==> src/rtl/cpu_ctrl.sv <==
// cpu_ctrl: multi-cycle control unit for the 9-bit datapath.
// Fetches instructions over a req/ack handshake, decodes them into ALU and
// register-file controls, then sequences execute and writeback. Every output
// is a flop; the output flops are loaded from the next-state value so they
// line up with the state they describe.
module cpu_ctrl (
    input  logic       clock,
    input  logic       reset,
    input  logic       start,
    output logic       imem_req,
    input  logic       imem_ack,
    input  logic [8:0] imem_rdata,
    output logic       pc_inc,
    output logic [1:0] rf_ra_a,
    output logic [1:0] rf_ra_b,
    output logic [1:0] rf_wa,
    output logic       rf_we,
    output logic [3:0] alu_opcode,
    output logic       alu_bsel_imm,
    output logic [8:0] imm,
    output logic       busy,
    output logic       halted,
    output logic       illegal
);

    typedef enum logic [2:0] {
        S_IDLE,
        S_FETCH,
        S_DECODE,
        S_EXEC,
        S_WB,
        S_HALT
    } state_t;

    localparam logic [3:0] OP_AND  = 4'd0;
    localparam logic [3:0] OP_OR   = 4'd1;
    localparam logic [3:0] OP_NOT  = 4'd2;
    localparam logic [3:0] OP_ADD  = 4'd3;
    localparam logic [3:0] OP_MOV  = 4'd4;
    localparam logic [3:0] OP_SLL  = 4'd5;
    localparam logic [3:0] OP_SRL  = 4'd6;
    localparam logic [3:0] OP_SUB  = 4'd7;
    localparam logic [3:0] OP_ADDI = 4'd8;
    localparam logic [3:0] OP_SUBI = 4'd9;
    localparam logic [3:0] OP_MOVI = 4'd10;
    localparam logic [3:0] OP_NOP  = 4'd11;
    localparam logic [3:0] OP_HALT = 4'd15;

    // Decoded view of one instruction word; registered as a group.
    typedef struct packed {
        logic [1:0] ra_a;
        logic [1:0] ra_b;
        logic [1:0] wa;
        logic [3:0] opcode;
        logic       bsel;
        logic [8:0] imm;
        logic       illegal;
    } decode_t;

    state_t  state;
    state_t  next_state;
    decode_t dec;
    logic    fetch_done;

    // An ack only counts while a fetch is outstanding.
    assign fetch_done = (state == S_FETCH) && imem_ack;

    // Decode the instruction word currently on the memory bus.
    always_comb begin
        // NOTE: every field gets a default before the case so no path can
        // leave a variable unassigned and infer a latch.
        dec         = '0;
        dec.opcode  = imem_rdata[8:5];
        dec.wa      = imem_rdata[4:3];
        dec.ra_a    = imem_rdata[4:3];
        dec.ra_b    = imem_rdata[2:1];
        dec.imm     = {6'b0, imem_rdata[2:0]};
        case (imem_rdata[8:5])
            OP_AND, OP_OR, OP_ADD, OP_SUB: begin
                dec.bsel = 1'b0;
            end
            OP_NOT, OP_MOV, OP_SLL, OP_SRL: begin
                // Single-operand ops take their source from rs on port a.
                dec.ra_a = imem_rdata[2:1];
            end
            OP_ADDI, OP_SUBI, OP_MOVI: begin
                dec.bsel = 1'b1;
            end
            OP_NOP, OP_HALT: begin
                dec.bsel = 1'b0;
            end
            default: begin
                // 12..14 are undefined; they flow through as a NOP.
                dec.illegal = 1'b1;
            end
        endcase
    end

    // Next-state selection; DECODE branches on the opcode latched at the ack.
    always_comb begin
        next_state = state;
        unique case (state)
            S_IDLE:   if (start) next_state = S_FETCH;
            S_FETCH:  if (imem_ack) next_state = S_DECODE;
            S_DECODE: begin
                if (alu_opcode == OP_HALT) begin
                    next_state = S_HALT;
                end else if (alu_opcode == OP_NOP || alu_opcode == 4'd12 ||
                             alu_opcode == 4'd13 || alu_opcode == 4'd14) begin
                    next_state = S_FETCH;
                end else begin
                    next_state = S_EXEC;
                end
            end
            S_EXEC:   next_state = S_WB;
            S_WB:     next_state = S_FETCH;
            S_HALT:   next_state = S_HALT;
            default:  next_state = S_IDLE;
        endcase
    end

    // State register.
    always_ff @(posedge clock or posedge reset) begin
        // NOTE: sequential state uses non-blocking assignments so every flop
        // samples pre-edge values regardless of block ordering.
        if (reset) begin
            state <= S_IDLE;
        end else begin
            state <= next_state;
        end
    end

    // Handshake, pulse and status flops, derived from the state being entered.
    always_ff @(posedge clock or posedge reset) begin
        // NOTE: every control flop is reset so an abandoned instruction can
        // never leave a stray rf_we, pc_inc or imem_req behind.
        if (reset) begin
            imem_req <= 1'b0;
            pc_inc   <= 1'b0;
            illegal  <= 1'b0;
            rf_we    <= 1'b0;
            busy     <= 1'b0;
            halted   <= 1'b0;
        end else begin
            imem_req <= (next_state == S_FETCH);
            pc_inc   <= fetch_done;
            illegal  <= fetch_done && dec.illegal;
            rf_we    <= (next_state == S_WB);
            busy     <= (next_state != S_IDLE) && (next_state != S_HALT);
            halted   <= (next_state == S_HALT);
        end
    end

    // Instruction register: the decoded fields load only on the ack edge.
    always_ff @(posedge clock or posedge reset) begin
        if (reset) begin
            rf_ra_a      <= 2'd0;
            rf_ra_b      <= 2'd0;
            rf_wa        <= 2'd0;
            alu_opcode   <= 4'd0;
            alu_bsel_imm <= 1'b0;
            imm          <= 9'd0;
        end else if (fetch_done) begin
            rf_ra_a      <= dec.ra_a;
            rf_ra_b      <= dec.ra_b;
            rf_wa        <= dec.wa;
            alu_opcode   <= dec.opcode;
            alu_bsel_imm <= dec.bsel;
            imm          <= dec.imm;
        end
    end

endmodule
==> config.mk <==
export PLATFORM = sky130hd
export DESIGN_NAME = cpu_ctrl
export DESIGN_NICKNAME = d
export VERILOG_FILES = /design/src/rtl/cpu_ctrl.sv
export SDC_FILE = /design/constraint.sdc
export NUM_CORES = 1
export LEC_CHECK = 0
export CAP_MARGIN = 10
export CORE_MARGIN = 5
export CORE_UTILIZATION = 30
export CTS_BUF_LIST = sky130_fd_sc_hd__clkbuf_8
export DETAILED_ROUTE_END_ITERATION = 8
export GPL_TIMING_DRIVEN = 0
export REMOVE_ABC_BUFFERS = 1
export SKIP_LAST_GASP = 1
export SLEW_MARGIN = 10
export SYNTH_ARGS = -nofsm -noshare
export SYNTH_HDL_FRONTEND = slang
export SYNTH_SLANG_ARGS = --single-unit
==> constraint.sdc <==
create_clock -name clock -period 1.8 [get_ports clock]
set_input_delay 0.36 -clock clock [delete_from_list [all_inputs] [get_ports clock]]
set_output_delay 0.36 -clock clock [all_outputs]
set_load 0.02 [all_outputs]
==> flow_summary_export.csv <==
group,metric,value,unit
pwr,ir_worst_vdd,0.766,mV
cts,cts_buffer_depth,2,
floorplanning,start_util,30.3,%
min_path,hold_path.class,"register to register",
floorplanning,die-area,4210,um2
setup_path,required,1.93,ns
floorplanning,die_y,64.9,um
pwr,clock_power_share,12.4,%
global_route,met2_usage,14.6,%
setup_path,critPathArrivalTime,1.84,ns
global_route,grt_pass1_wl,3130,um
timing,hold-worst-slack,0.508,ns
pwr,powerDensity,1830,nW/um2
cts,worst_skew_pair.late_latency,0.25,ns
synthesis,ys_ff_latch,21,
placed_design,globalplace.congestion,0.708,
global_route,grt_pass1_vias,665,
pwr,power.switching,0.875,mW
global_route,use_met3,4.33,%
synthesis,yosysMostFrequentCell,"dfrtp_1",
cts,cts_tree,"yes",
placed_design,hpwl,1410,um
setup_path,start_kind,"register",
global_route,antenna_found_initial,0,
routing,antenna_left,0,
cts,cts_setup_buffers,0,
synthesis,ys_types,24,
global_route,grt_max_degree,22,
synthesis,avgSynthCellArea,12.0,um2
placed_design,numPortBuffers,32,
pwr,power_frac_seq,35.9,%
timing,fin_crit_sh,95.0,%
timing,tightest_slew,0.780,ns
routing,drt_iter0_markers,2,
routing,drcViolationCount,0,
synthesis,synthTopCellsByCount,"dfrtp_1 (21), buf_4 (9), mux2_2 (9), nor2_1 (6), a21oi_1 (4)",
final_layout,layoutNonFillerInstCount,140,
final_layout,final_nets,121,
run,maxCapViolations,0,
final_layout,num_antenna_cells,0,
cts,hold_buffers,0,
global_route,busiest_layer,"met2",
timing,rsz0062_at_grt,"no",
global_route,globalRouteOverflowTotal,0,
synthesis,synth.cell_area,903,um2
cts,root_buffer,"clkbuf_8",
synthesis,yosys_warnings,0,
synthesis,synthFlopType,"dfrtp_1",
routing,drt_wl_total,1770,um
run_status,outcome,"finished, final reports clean",
synthesis,async_flop_share,100,%
placed_design,post-place-cells,136,
pwr,cell_internal_pwr,1.47,mW
global_route,grt_usage,9.60,%
setup_path,end_kind,"register",
routing,via_per_inst,4.44,
synthesis,seq_area_frac_synth,58.2,%
pwr,p_leak,0.556,nW
floorplanning,die_w,64.9,um
cts,cts_resized,0,
cts,clk_pin_slew,0.07,ns
timing,setup_viol,0,
pwr,switching_share,37.3,%
pwr,fin_total_pwr,2.34,mW
timing,maxSlewHeadroom,47.9,%
final_layout,drive_gt1_share,15.9,%
floorplanning,rows,20,
timing,slew_viol_final,0,
cts,cts_buffers,3,
synthesis,synthDominantCellAreaShare,58.2,%
timing,skew,0.00159,ns
setup_path,cp_max_fo,5,
floorplanning,io_pins,39,
routing,wire_per_inst,12.7,um
routing,route.vias.total,622,
timing,max_freq,0.585,GHz
pwr,comb_power_share,51.8,%
final_layout,n_fill_cell,281,
routing,drtPass1Iterations,2,
timing,period_needed,1.71,ns
cts,cts_sinks,21,
synthesis,synth_top_area_cell,"dfrtp_1",
final_layout,areaGrowthSynthToFinish,42.0,%
timing,hold_viol,0,
cts,htree_num_levels,1,
synthesis,synth_edf_count,0,
synthesis,syn_inst,75,
synthesis,ys_top_cells_by_area,"dfrtp_1 (58%), mux2_2 (11%), buf_4 (7.5%)",
setup_path,worstSetupPathType,"register to register",
final_layout,utilization,43.1,%
floorplanning,design.core.area,2980,um2
global_route,gr-usage-met1,11.4,%
-- metrics by stage --
step | TNS (ns) | area [um2] | setup WS [ns]
finish | 0 | 1280 | 0.0903
global route | 0 | 1280 | 0.00368
CTS | 0 | 1280 | 0.0385
detailed placement | -1.75 | 1240 | -0.219
global placement | -28.36 | 1210 | -1.76
floorplan | -10.10 | 850 | -0.695
-- registers in the layout (all words and copies together) (netlist names), 2 cells and up --
name,cells
alu_opcode,4
rf_ra_a,2
rf_ra_b,2
rf_wa,2
state,3
-- path summary, 6_finish.rpt --
check | depth (start not counted) | startpoint | slack (ns) | endpoint
setup / recovery | 4 | state[1] | 0.09 | busy
hold / removal | 1 | rf_wa[1] | 0.51 | rf_wa[1]
hold reg to reg | 1 | rf_wa[1] | 0.51 | rf_wa[1]
min in group asynchronous | 2 | reset | 0.55 | rf_wa[0]
setup reg to reg | 4 | state[1] | 0.09 | busy
max in group asynchronous | 2 | reset | 0.77 | rf_wa[1]
-- cell families after synthesis --
family          after synthesis  synth area share, %
buf+inv                      13                 9.28
other cells                   1                0.415
flops                        21                 58.2
compound gates               11                 8.03
simple gates                 18                 10.7
mux                          11                 13.4
-- per-layer routing --
layer,part of all wire (%),up-vias
met2,46,23
met4,0.56,0
met1,43,291
met5,0,-
met3,10,2
li1,-,306
-- worst max-delay path, cell delays in order, from the launching register on --
cell and delay [ns]:
dfrtp_1 0.44, or4_1 0.56, o211a_2 0.16, o21ai_2 0.07
or3b_1 0.36
-- power groups by stage --
| stage | Clock, mW | Sequential, mW | Combinational, mW |
|---|---|---|---|
| 4_1_cts | 0.304 | 0.845 | 1.23 |
| 2_1_floorplan | 0 | 1.08 | 0.407 |
| 6_report | 0.290 | 0.840 | 1.21 |
| 5_1_grt | 0.325 | 0.876 | 1.31 |
| 3_5_place_dp | 0 | 0.852 | 1.22 |
| 3_3_place_gp | 0 | 0.833 | 1.18 |
-- cells in the final DEF (no fill, tap or decap), types with 2 or more instances in the layout --
cell / synthesis / final
dfrtp_1: 21 / 21
mux2i_1: 2 / 2
nor2_1: 6 / 6
a21oi_1: 4 / 4
inv_1: 3 / 4
nand2b_1: 3 / 3
conb_1: 1 / 6
clkdlybuf4s50_1: 0 / 32
clkbuf_8: 0 / 3
nand2_1: 3 / 3
mux2_2: 9 / 9
-- layout make-up --
class | count | area [um2] | share of cell area (%)
Clock inverter | 1 | 3.75 | 0.293
Clock buffer | 3 | 41.3 | 3.22
Multi-Input combinational cell | 46 | 328 | 25.6
Timing Repair Buffer | 33 | 332 | 25.9
Tap cell | 33 | 41.3 | 3.22
Sequential cell | 21 | 526 | 41.0
Inverter | 3 | 11.3 | 0.878
Note: power is estimated with default switching activity, not from simulation.
